**src/rtl/risc_pkg.sv**
```systemverilog
// Shared encodings for the simple-RISC control FSM: states, instruction
// fields, memory command, writeback mux and register-select codes.
package risc_pkg;

  localparam int IR_W = 16;

  typedef enum logic [4:0] {
    S_RST  = 5'd0,
    S_IF1  = 5'd1,
    S_IF2  = 5'd2,
    S_UPC  = 5'd3,
    S_DEC  = 5'd4,
    S_WIMM = 5'd5,
    S_GETA = 5'd6,
    S_GETB = 5'd7,
    S_EXEC = 5'd8,
    S_EXMV = 5'd9,
    S_WRC  = 5'd10,
    S_CMP  = 5'd11,
    S_ADR  = 5'd12,
    S_LADR = 5'd13,
    S_MRD  = 5'd14,
    S_WRM  = 5'd15,
    S_SGB  = 5'd16,
    S_SC   = 5'd17,
    S_SW   = 5'd18,
    S_HALT = 5'd19
  } state_e;

  // Instruction class captured in S_DEC so later shared states can route
  // without looking at the IR again.
  typedef enum logic [2:0] {
    C_MOVR = 3'd0,
    C_MVN  = 3'd1,
    C_ALU  = 3'd2,
    C_CMP  = 3'd3,
    C_LDR  = 3'd4,
    C_STR  = 3'd5
  } cls_e;

  localparam logic [2:0] OPC_LDR  = 3'b011;
  localparam logic [2:0] OPC_STR  = 3'b100;
  localparam logic [2:0] OPC_ALU  = 3'b101;
  localparam logic [2:0] OPC_MOV  = 3'b110;

  localparam logic [1:0] OP_MOV_REG = 2'b00;
  localparam logic [1:0] OP_MOV_IMM = 2'b10;
  localparam logic [1:0] OP_ADD     = 2'b00;
  localparam logic [1:0] OP_CMP     = 2'b01;
  localparam logic [1:0] OP_AND     = 2'b10;
  localparam logic [1:0] OP_MVN     = 2'b11;
  localparam logic [1:0] OP_MEM     = 2'b00;

  localparam logic [1:0] MEM_NONE  = 2'b00;
  localparam logic [1:0] MEM_READ  = 2'b01;
  localparam logic [1:0] MEM_WRITE = 2'b10;

  localparam logic [1:0] VSEL_C     = 2'b00;
  localparam logic [1:0] VSEL_PC    = 2'b01;
  localparam logic [1:0] VSEL_IMM   = 2'b10;
  localparam logic [1:0] VSEL_MDATA = 2'b11;

  localparam logic [2:0] NSEL_NONE = 3'b000;
  localparam logic [2:0] NSEL_RM   = 3'b001;
  localparam logic [2:0] NSEL_RD   = 3'b010;
  localparam logic [2:0] NSEL_RN   = 3'b100;

endpackage

```
**src/rtl/risc_cpu_fsm.sv**
```systemverilog
// Moore control FSM for the 16-bit simple-RISC datapath.
//
// state  | meaning
// S_RST  | PC := 0
// S_IF1  | fetch: PC drives address, memory read
// S_IF2  | fetch: IR loads memory data
// S_UPC  | PC := PC + 1
// S_DEC  | decode opcode/op, latch instruction class
// S_WIMM | Rn := sximm8
// S_GETA | A := Rn
// S_GETB | B := Rm
// S_EXEC | C := ALU(A, B)
// S_EXMV | C := ALU(0, B)  (MOV reg)
// S_WRC  | Rd := C
// S_CMP  | status := ALU(A, B)
// S_ADR  | C := A + sximm5
// S_LADR | data address := C
// S_MRD  | memory read at data address
// S_WRM  | Rd := mdata
// S_SGB  | B := Rd
// S_SC   | C := 0 + B
// S_SW   | memory write C at data address
// S_HALT | stopped until reset
module risc_cpu_fsm
  import risc_pkg::*;
#(
  parameter int IR_W = risc_pkg::IR_W
) (
  input  logic                    clk,
  input  logic                    reset_n,
  input  logic [IR_W-1:IR_W-3]    opcode,
  input  logic [IR_W-4:IR_W-5]    op,
  output logic [2:0]              nsel,
  output logic [1:0]              vsel,
  output logic                    write,
  output logic                    loada,
  output logic                    loadb,
  output logic                    loadc,
  output logic                    loads,
  output logic                    asel,
  output logic                    bsel,
  output logic                    load_ir,
  output logic                    load_pc,
  output logic                    reset_pc,
  output logic                    addr_sel,
  output logic                    load_addr,
  output logic [1:0]              mem_cmd,
  output logic                    halted
);

  state_e state_q, state_d;
  cls_e   cls_q, cls_d;

  // State and instruction-class registers; reset aborts anything in flight.
  always_ff @(posedge clk or negedge reset_n) begin
    if (!reset_n) begin
      state_q <= S_RST;
      cls_q   <= C_ALU;
    end else begin
      state_q <= state_d;
      cls_q   <= cls_d;
    end
  end

  // Next state; the IR fields are only looked at in S_DEC.
  always_comb begin
    state_d = state_q;
    cls_d   = cls_q;
    case (state_q)
      S_RST:  state_d = S_IF1;
      S_IF1:  state_d = S_IF2;
      S_IF2:  state_d = S_UPC;
      S_UPC:  state_d = S_DEC;
      S_DEC: begin
        case ({opcode, op})
          {OPC_MOV, OP_MOV_IMM}: state_d = S_WIMM;
          {OPC_MOV, OP_MOV_REG}: begin state_d = S_GETB; cls_d = C_MOVR; end
          {OPC_ALU, OP_MVN}:     begin state_d = S_GETB; cls_d = C_MVN;  end
          {OPC_ALU, OP_ADD},
          {OPC_ALU, OP_AND}:     begin state_d = S_GETA; cls_d = C_ALU;  end
          {OPC_ALU, OP_CMP}:     begin state_d = S_GETA; cls_d = C_CMP;  end
          {OPC_LDR, OP_MEM}:     begin state_d = S_GETA; cls_d = C_LDR;  end
          {OPC_STR, OP_MEM}:     begin state_d = S_GETA; cls_d = C_STR;  end
          default:               state_d = S_HALT;
        endcase
      end
      S_GETA: state_d = (cls_q == C_LDR || cls_q == C_STR) ? S_ADR : S_GETB;
      S_GETB: begin
        if (cls_q == C_MOVR)     state_d = S_EXMV;
        else if (cls_q == C_CMP) state_d = S_CMP;
        else                     state_d = S_EXEC;
      end
      S_EXEC, S_EXMV: state_d = S_WRC;
      S_ADR:  state_d = S_LADR;
      S_LADR: state_d = (cls_q == C_LDR) ? S_MRD : S_SGB;
      S_MRD:  state_d = S_WRM;
      S_SGB:  state_d = S_SC;
      S_SC:   state_d = S_SW;
      S_WIMM, S_WRC, S_CMP, S_WRM, S_SW: state_d = S_IF1;
      S_HALT: state_d = S_HALT;
      default: state_d = S_RST;
    endcase
  end

  // Moore output decode: every strobe is a function of the state alone.
  always_comb begin
    nsel      = NSEL_NONE;
    vsel      = VSEL_C;
    write     = 1'b0;
    loada     = 1'b0;
    loadb     = 1'b0;
    loadc     = 1'b0;
    loads     = 1'b0;
    asel      = 1'b0;
    bsel      = 1'b0;
    load_ir   = 1'b0;
    load_pc   = 1'b0;
    reset_pc  = 1'b0;
    addr_sel  = 1'b0;
    load_addr = 1'b0;
    mem_cmd   = MEM_NONE;
    halted    = 1'b0;
    case (state_q)
      S_RST:  begin reset_pc = 1'b1; load_pc = 1'b1; end
      S_IF1:  begin addr_sel = 1'b1; mem_cmd = MEM_READ; end
      S_IF2:  begin addr_sel = 1'b1; mem_cmd = MEM_READ; load_ir = 1'b1; end
      S_UPC:  load_pc = 1'b1;
      S_WIMM: begin nsel = NSEL_RN; vsel = VSEL_IMM; write = 1'b1; end
      S_GETA: begin nsel = NSEL_RN; loada = 1'b1; end
      S_GETB: begin nsel = NSEL_RM; loadb = 1'b1; end
      S_EXEC: loadc = 1'b1;
      S_EXMV, S_SC: begin asel = 1'b1; loadc = 1'b1; end
      S_WRC:  begin nsel = NSEL_RD; vsel = VSEL_C; write = 1'b1; end
      S_CMP:  loads = 1'b1;
      S_ADR:  begin bsel = 1'b1; loadc = 1'b1; end
      S_LADR: load_addr = 1'b1;
      S_MRD:  mem_cmd = MEM_READ;
      S_WRM:  begin mem_cmd = MEM_READ; nsel = NSEL_RD; vsel = VSEL_MDATA; write = 1'b1; end
      S_SGB:  begin nsel = NSEL_RD; loadb = 1'b1; end
      S_SW:   mem_cmd = MEM_WRITE;
      S_HALT: halted = 1'b1;
      default: ;
    endcase
  end

endmodule
```
**config.mk**
```make
export PLATFORM = sky130hd
export DESIGN_NAME = risc_cpu_fsm
export DESIGN_NICKNAME = d
export VERILOG_FILES = /design/src/rtl/risc_pkg.sv /design/src/rtl/risc_cpu_fsm.sv
export SDC_FILE = /design/constraint.sdc
export NUM_CORES = 1
export LEC_CHECK = 0
export BUFFER_PORTS_ARGS = -buffer_cell sky130_fd_sc_hd__buf_2
export CAP_MARGIN = 20
export CORE_ASPECT_RATIO = 1.1
export CORE_MARGIN = 3
export CORE_UTILIZATION = 57
export CTS_BUF_LIST = sky130_fd_sc_hd__clkbuf_4 sky130_fd_sc_hd__clkbuf_8
export DETAILED_ROUTE_END_ITERATION = 7
export PLACE_DENSITY = 0.87
export SLEW_MARGIN = 30
export SYNTH_ARGS = -nofsm -noshare
export SYNTH_HDL_FRONTEND = slang
export SYNTH_SLANG_ARGS = --single-unit
```
**constraint.sdc**
```tcl
create_clock -name clk -period 5.4 [get_ports clk]
set_input_delay 0.54 -clock clk [delete_from_list [all_inputs] [get_ports clk]]
set_output_delay 0.54 -clock clk [all_outputs]
set_load 0.005 [all_outputs]
```
Word-level counts from Yosys, hierarchy flattened
Index checks and enable logic that the tools add are counted.
{"block": "word_totals", "word_cells": 74, "input_bits": 7, "reg_bits": 8, "output_inout_bits": 20}
{"block": "op_classes", "n_eq_ne": 30, "mux": 23, "reduce_logical": 19}
{"op": "5-bit case mux with 14 select lines", "count": 1}
{"op": "5-bit equality test (second input constant)", "count": 11}
{"op": "5-bit by 4-bit equality test with 1-bit output (second input constant)", "count": 9}
{"op": "5-bit by 3-bit equality test with 1-bit output (second input constant)", "count": 4}
{"op": "3-bit case mux with 6 select lines", "count": 1}
{"op": "2-bit OR reduction", "count": 8}
{"op": "5-bit case mux with 3 select lines", "count": 1}
{"op": "1-bit two-way mux", "count": 13}
{"op": "5-bit by 2-bit equality test with 1-bit output (second input constant)", "count": 2}
{"op": "3-bit case mux with 3 select lines", "count": 1}
{"op": "2-bit case mux with 2 select lines", "count": 2}
{"op": "4-bit OR reduction", "count": 2}
{"op": "3-bit equality test (second input constant)", "count": 2}
{"op": "6-bit nonzero test", "count": 1}
{"op": "3-bit OR reduction", "count": 2}
{"op": "6-bit OR reduction", "count": 1}
{"op": "5-bit by 1-bit equality test with 1-bit output (second input constant)", "count": 1}
{"op": "5-bit logical NOT", "count": 1}
{"op": "5-bit two-way mux", "count": 1}
{"op": "5-bit OR reduction", "count": 1}
{"op": "2-bit two-way mux", "count": 2}
{"op": "4-bit two-way mux", "count": 1}
{"op": "3-bit by 2-bit equality test with 1-bit output (second input constant)", "count": 1}
{"op": "3-bit logical NOT", "count": 1}
{"op": "2 further kinds", "count": 2}

Longest topological paths before layout
{"block": "depth", "word_depth": 4, "ltp_mapped": 6, "ltp_nobuf": 4}

Worst setup path before layout
Ideal clock, no wire load.
{"block": "synth_timing", "path_kind": "flip-flop to output port", "startpoint": "reg state_q[0]", "endpoint": "out loadb", "t_required_ns": 4.860, "setup_slack_ns": 3.342, "path_buffers": 2, "path_stages_with_launch": 6, "t_arrival_ns": 1.518, "cell_sequence": "dfrtp_1 buf_2 or2_2 clkbuf_1 or3b_2 a21oi_1"}
{"block": "synth_between", "elab_chain_len": 3, "elab_cells_between_ends": 4, "cone_classes": "eq/ne (2); mux (1); reduce/logical (1)"}
{"item": "from (decl)", "line_no": "risc_cpu_fsm.sv:51", "text": "state_e state_q, state_d;"}
{"item": "from (signal assigned)", "line_no": "risc_cpu_fsm.sv:60", "text": "state_q <= state_d;"}
{"item": "5-bit by 3-bit equality test with 1-bit output / 5-bit equality test (equally long branches)", "line_no": "risc_cpu_fsm.sv:123", "text": "case (state_q)"}
{"item": "2-bit OR reduction (no source line) *"}
{"item": "1-bit two-way mux *", "line_no": "risc_cpu_fsm.sv:123"}
{"item": "to (decl)", "line_no": "risc_cpu_fsm.sv:37", "text": "output logic loadb,"}
Every way passes the cells marked *; elsewhere a longest branch is shown, timed or not.

Worst setup path in the final report
{"block": "layout_timing", "startpoint": "reg state_q[1]", "endpoint": "out loadb"}
The elaborated chain is that of the path after synthesis.

==> impl_results.html <==
<table>
<tr><th>Metric</th><th>Value</th></tr>
<tr><th colspan="2">STA</th></tr>
<tr><td>Worst-margin pin slew</td><td>0.550 ns</td></tr>
<tr><td>Highest attainable clock frequency</td><td>0.397 GHz</td></tr>
<tr><td>Final Slew Violations</td><td>0</td></tr>
<tr><td>Endpoints failing hold</td><td>0</td></tr>
<tr><td>Clock Skew</td><td>0.0101 ns</td></tr>
<tr><td>Ratio of final minimum period to clock period</td><td>46.6%</td></tr>
<tr><td>Normalized max-slew margin</td><td>63.3%</td></tr>
<tr><td>Unrepaired setup endpoints after global routing</td><td>false</td></tr>
<tr><td>Min Clock Period, post-route</td><td>2.52 ns</td></tr>
<tr><td>Final setup violating endpoints</td><td>0</td></tr>
<tr><td>Total Negative Setup Slacks</td><td>0 ns</td></tr>
<tr><th colspan="2">Cells and area</th></tr>
<tr><td>Number of diodes</td><td>0</td></tr>
<tr><td>Reg area</td><td>201 sq um</td></tr>
<tr><td>Number of fillers in the final layout</td><td>140</td></tr>
<tr><td>Utilization after layout</td><td>72.8%</td></tr>
<tr><td>Post-layout nets</td><td>160</td></tr>
<tr><td>Proportion of layout cells with a drive suffix above 1</td><td>25.0%</td></tr>
<tr><td>Area Growth Syn to Fin</td><td>12.4%</td></tr>
<tr><td>Area of the multi-input gates</td><td>662 sq um</td></tr>
<tr><td>Area of all placed cells without fillers</td><td>0.00106 sq mm</td></tr>
<tr><th colspan="2">Place</th></tr>
<tr><td>Routability congestion estimate</td><td>0.869</td></tr>
<tr><td>Area after detailed placement</td><td>0.00103 sq mm</td></tr>
<tr><td>Port Buffers</td><td>26</td></tr>
<tr><td>HPWL reported at the end of detailed placement</td><td>1.77 mm</td></tr>
<tr><th colspan="2">Yosys</th></tr>
<tr><td>Number of flops mapped to enable cells by yosys</td><td>0</td></tr>
<tr><td>Leading cell types by total area after synthesis</td><td>sky130_fd_sc_hd__dfrtp_1 (19%), sky130_fd_sc_hd__nor2_1 (8.8%), sky130_fd_sc_hd__a21oi_1 (5.8%)</td></tr>
<tr><td>Dominant cell type by area after synthesis</td><td>sky130_fd_sc_hd__dfrtp_1</td></tr>
<tr><td>Number of distinct library cells after synthesis</td><td>46</td></tr>
<tr><td>Fraction of the yosys area taken by sequential cells</td><td>21.4%</td></tr>
<tr><td>Combined area of all synthesized cells</td><td>942 sq um</td></tr>
<tr><td>Prevailing post-synth register cell</td><td>sky130_fd_sc_hd__dfrtp_1</td></tr>
<tr><td>Mean post-synth cell area</td><td>7.03 sq um</td></tr>
<tr><td>Synthesized instance count</td><td>134</td></tr>
<tr><td>Main combinational cell family by area after synthesis</td><td>simple AND/OR/NAND/NOR gates</td></tr>
<tr><td>Area share of the largest cell type after synthesis</td><td>18.6%</td></tr>
<tr><td>Fraction of the mapped netlist area in compound gates</td><td>29.6%</td></tr>
<tr><td>Fraction of the mapped netlist area in simple logic gates</td><td>36.4%</td></tr>
<tr><td>Number of register bits inferred by synthesis</td><td>8</td></tr>
<tr><td>Async S/R FF share, synth</td><td>100%</td></tr>
<tr><td>Net count of the mapped netlist</td><td>141</td></tr>
<tr><td>Post-synthesis adder-cell area fraction</td><td>0%</td></tr>
<tr><td>Count of warnings emitted by yosys</td><td>0</td></tr>
<tr><td>Multiplexer share of the synthesized area</td><td>2.39%</td></tr>
<tr><td>Post-synthesis share of cell area spent on xor and xnor gates</td><td>1.86%</td></tr>
<tr><th colspan="2">Routing</th></tr>
<tr><td>Routed wire length</td><td>2.37 mm</td></tr>
<tr><td>Antenna violation net count after detailed routing</td><td>0</td></tr>
<tr><td>First-iteration detailed-routing DRC count</td><td>36</td></tr>
<tr><td>Drt first pass iters</td><td>4</td></tr>
<tr><td>DR DRC count</td><td>0</td></tr>
<tr><td>Detail-routed net length per standard cell</td><td>14.1 um</td></tr>
<tr><td>Average vias per placed instance</td><td>6.26</td></tr>
<tr><td>Detailed-route via count</td><td>1,052</td></tr>
<tr><th colspan="2">Clock tree</th></tr>
<tr><td>Clk slew on worst S/H paths</td><td>0.06 ns</td></tr>
<tr><td>TritonCTS buffer count</td><td>3</td></tr>
<tr><td>Hold Buf Count CTS</td><td>0</td></tr>
<tr><td>Resized cells post-CTS</td><td>0</td></tr>
<tr><td>Post-CTS Setup Repair Bufs</td><td>0</td></tr>
<tr><td>Clock tree from TritonCTS</td><td>built</td></tr>
<tr><td>Clock latency of the later-clocked register in the worst-skew pair</td><td>0.26 ns</td></tr>
<tr><td>Htree depth</td><td>1</td></tr>
<tr><td>TritonCTS sink count</td><td>8</td></tr>
<tr><td>Deepest clock path buffer count</td><td>2</td></tr>
<tr><td>Clock root buffer master</td><td>sky130_fd_sc_hd__clkbuf_4</td></tr>
<tr><th colspan="2">Global route</th></tr>
<tr><td>First-pass GRT wire length</td><td>3.98 mm</td></tr>
<tr><td>Largest net degree at the start of global routing</td><td>22</td></tr>
<tr><td>GRT Overall Usage</td><td>22.9%</td></tr>
<tr><td>Sum of overflow across all layers after global routing</td><td>0</td></tr>
<tr><td>Initial antenna violation count</td><td>0</td></tr>
<tr><td>Number of global-route vias before repair</td><td>918</td></tr>
<tr><th colspan="2">Floorplan</th></tr>
<tr><td>Number of cell rows</td><td>14</td></tr>
<tr><td>Area of the placeable core</td><td>0.00145 sq mm</td></tr>
<tr><td>Die Span Y</td><td>48.6 um</td></tr>
<tr><td>IO Count</td><td>27</td></tr>
<tr><td>Area of the die</td><td>0.00218 sq mm</td></tr>
<tr><td>Floorplan die width</td><td>44.8 um</td></tr>
<tr><td>Initial Util</td><td>64.8%</td></tr>
<tr><th colspan="2">Worst setup path</th></tr>
<tr><td>Cells along the critical path</td><td>or2_2 -&gt; or3b_2 -&gt; a21oi_1 -&gt; buf_2</td></tr>
<tr><td>CP Capture Type</td><td>primary output</td></tr>
<tr><td>Arrival time at the worst endpoint</td><td>1.98 ns</td></tr>
<tr><td>Data required, critical path</td><td>4.86 ns</td></tr>
<tr><td>Startpoint type of the worst setup path</td><td>flop</td></tr>
<tr><td>Classification of the worst setup path</td><td>reg -&gt; out</td></tr>
<tr><td>Slowest cell on crit path</td><td>sky130_fd_sc_hd__dfrtp_1</td></tr>
<tr><td>Largest fanout on the critical path</td><td>17</td></tr>
<tr><td>Largest incremental delay on the critical path</td><td>0.55 ns</td></tr>
<tr><th colspan="2">Power and ir drop</th></tr>
<tr><td>PwrDens</td><td>464 mW/mm^2</td></tr>
<tr><td>Leak pwr</td><td>0.458 nW</td></tr>
<tr><td>Worst voltage drop across the vdd grid</td><td>326 uV</td></tr>
<tr><th colspan="2">Flow run</th></tr>
<tr><td>Number of max-cap violations</td><td>0</td></tr>
<tr><th colspan="2">Status</th></tr>
<tr><td>Outcome</td><td>finished, final reports clean</td></tr>
<tr><th colspan="2">Worst hold path</th></tr>
<tr><td>Worst min-delay path class</td><td>in -&gt; async</td></tr>
</table>
==> area by class of cell <==
class                   count  share of cell area (%)
repair buffers             26                    12.3
multi-input cells         110                    62.5
inverters                   4                    1.42
well taps                  16                    1.89
flip-flops and latches      8                    19.0
clock buffers               4                    2.84
==> power breakdown <==
part	internal [mW]	switching [mW]	leakage, nW
Clock	0.0333	0.0213	0.0184
Sequential	0.0828	0.0690	0.102
Combinational	0.133	0.151	0.337
==> synth_stat cells, drive strengths merged (2+ instances only) <==
library cell and n:
nand3 6, o32a 3, dfrtp 7, nor2b 4, clkbuf 8, nand2 10, buf 4, o22ai 2
nand2b 3, or3b 3, o21ai 5, o211ai 6, mux2 2, or2 3, a21oi 12, a211oi 2
nor2 22, a32oi 2, inv 4, nor3 6
==> logic make-up (layout without fill, tap and decap cells) <==
kind of cell / after synthesis / in the layout
AO/OA/AOI/OAI: 40 / 40
XOR/XNOR: 2 / 2
flip-flops: 8 / 8
buffers and inverters: 16 / 34
multiplexers: 2 / 2
AND/OR/NAND/NOR: 66 / 66
==> path summary, 6_finish.rpt <==
kind / cells after the start / start / slack (ns) / endpoint
setup / recovery: 4 / state_q[1] / 2.88 / loadb
min in group clk: 2 / cls_q[1] / 0.52 / cls_q[1]
max in group asynchronous: 1 / reset_n / 5.04 / cls_q[1]
hold reg to reg: 2 / cls_q[1] / 0.52 / cls_q[1]
hold / removal: 1 / reset_n / 0.11 / state_q[2]
setup reg to reg: 4 / state_q[2] / 3.29 / cls_q[0]
==> sequential cells by signal, indices dropped and copies added, names as in the netlist <==
signal	cells
cls_q	3
state_q	5
==> cells in the final DEF, fill, tap and decap left out, types with 2 or more instances in the layout <==
cell type and count:
sky130_fd_sc_hd__buf_2 26, sky130_fd_sc_hd__nor2_1 22, sky130_fd_sc_hd__a21oi_1 11, sky130_fd_sc_hd__nand2_1 10, sky130_fd_sc_hd__dfrtp_1 7, sky130_fd_sc_hd__nand3_1 6
sky130_fd_sc_hd__o211ai_1 6, sky130_fd_sc_hd__nor3_1 6, sky130_fd_sc_hd__o21ai_0 5, sky130_fd_sc_hd__nor2b_1 4, sky130_fd_sc_hd__inv_1 4, sky130_fd_sc_hd__clkbuf_4 4
sky130_fd_sc_hd__nand2b_1 3, sky130_fd_sc_hd__o32a_1 3, sky130_fd_sc_hd__or2_2 2, sky130_fd_sc_hd__or3b_2 2, sky130_fd_sc_hd__a32oi_1 2, sky130_fd_sc_hd__a211oi_1 2
sky130_fd_sc_hd__o22ai_1 2
==> metrics by stage <==
step / setup slack [ns] / std cells / hold WS (ns) / power, mW
final: 2.88 / 168 / 0.109 / 0.491
after global routing: 2.79 / 168 / 0.101 / 0.541
after CTS: 2.88 / 168 / 0.104 / 0.492
after detailed placement: 3.17 / 164 / 0.387 / 0.434
after global placement: 3.20 / 164 / 0.381 / 0.427
after floorplan: 3.34 / 134 / 0.244 / 0.364
==> worst max-delay path, delay by kind of cell, from the launching register on <==
| family | cells | cell delay, ns |
|---|---|---|
| compound gates | 1 | 0.12 |
| buf+inv | 1 | 0.13 |
| flops | 1 | 0.55 |
| simple gates | 2 | 0.92 |
==> per-layer routing <==
layer / vias up / GRT usage, % / part of all wire [%]
li1: 531 / - / -
met1: 481 / 27.9 / 41
met2: 36 / 39.5 / 53
met3: 4 / 4.44 / 5.1
met4: 0 / 6.53 / 1.4
met5: - / 0 / 0
(Power assumes the default switching activity.)
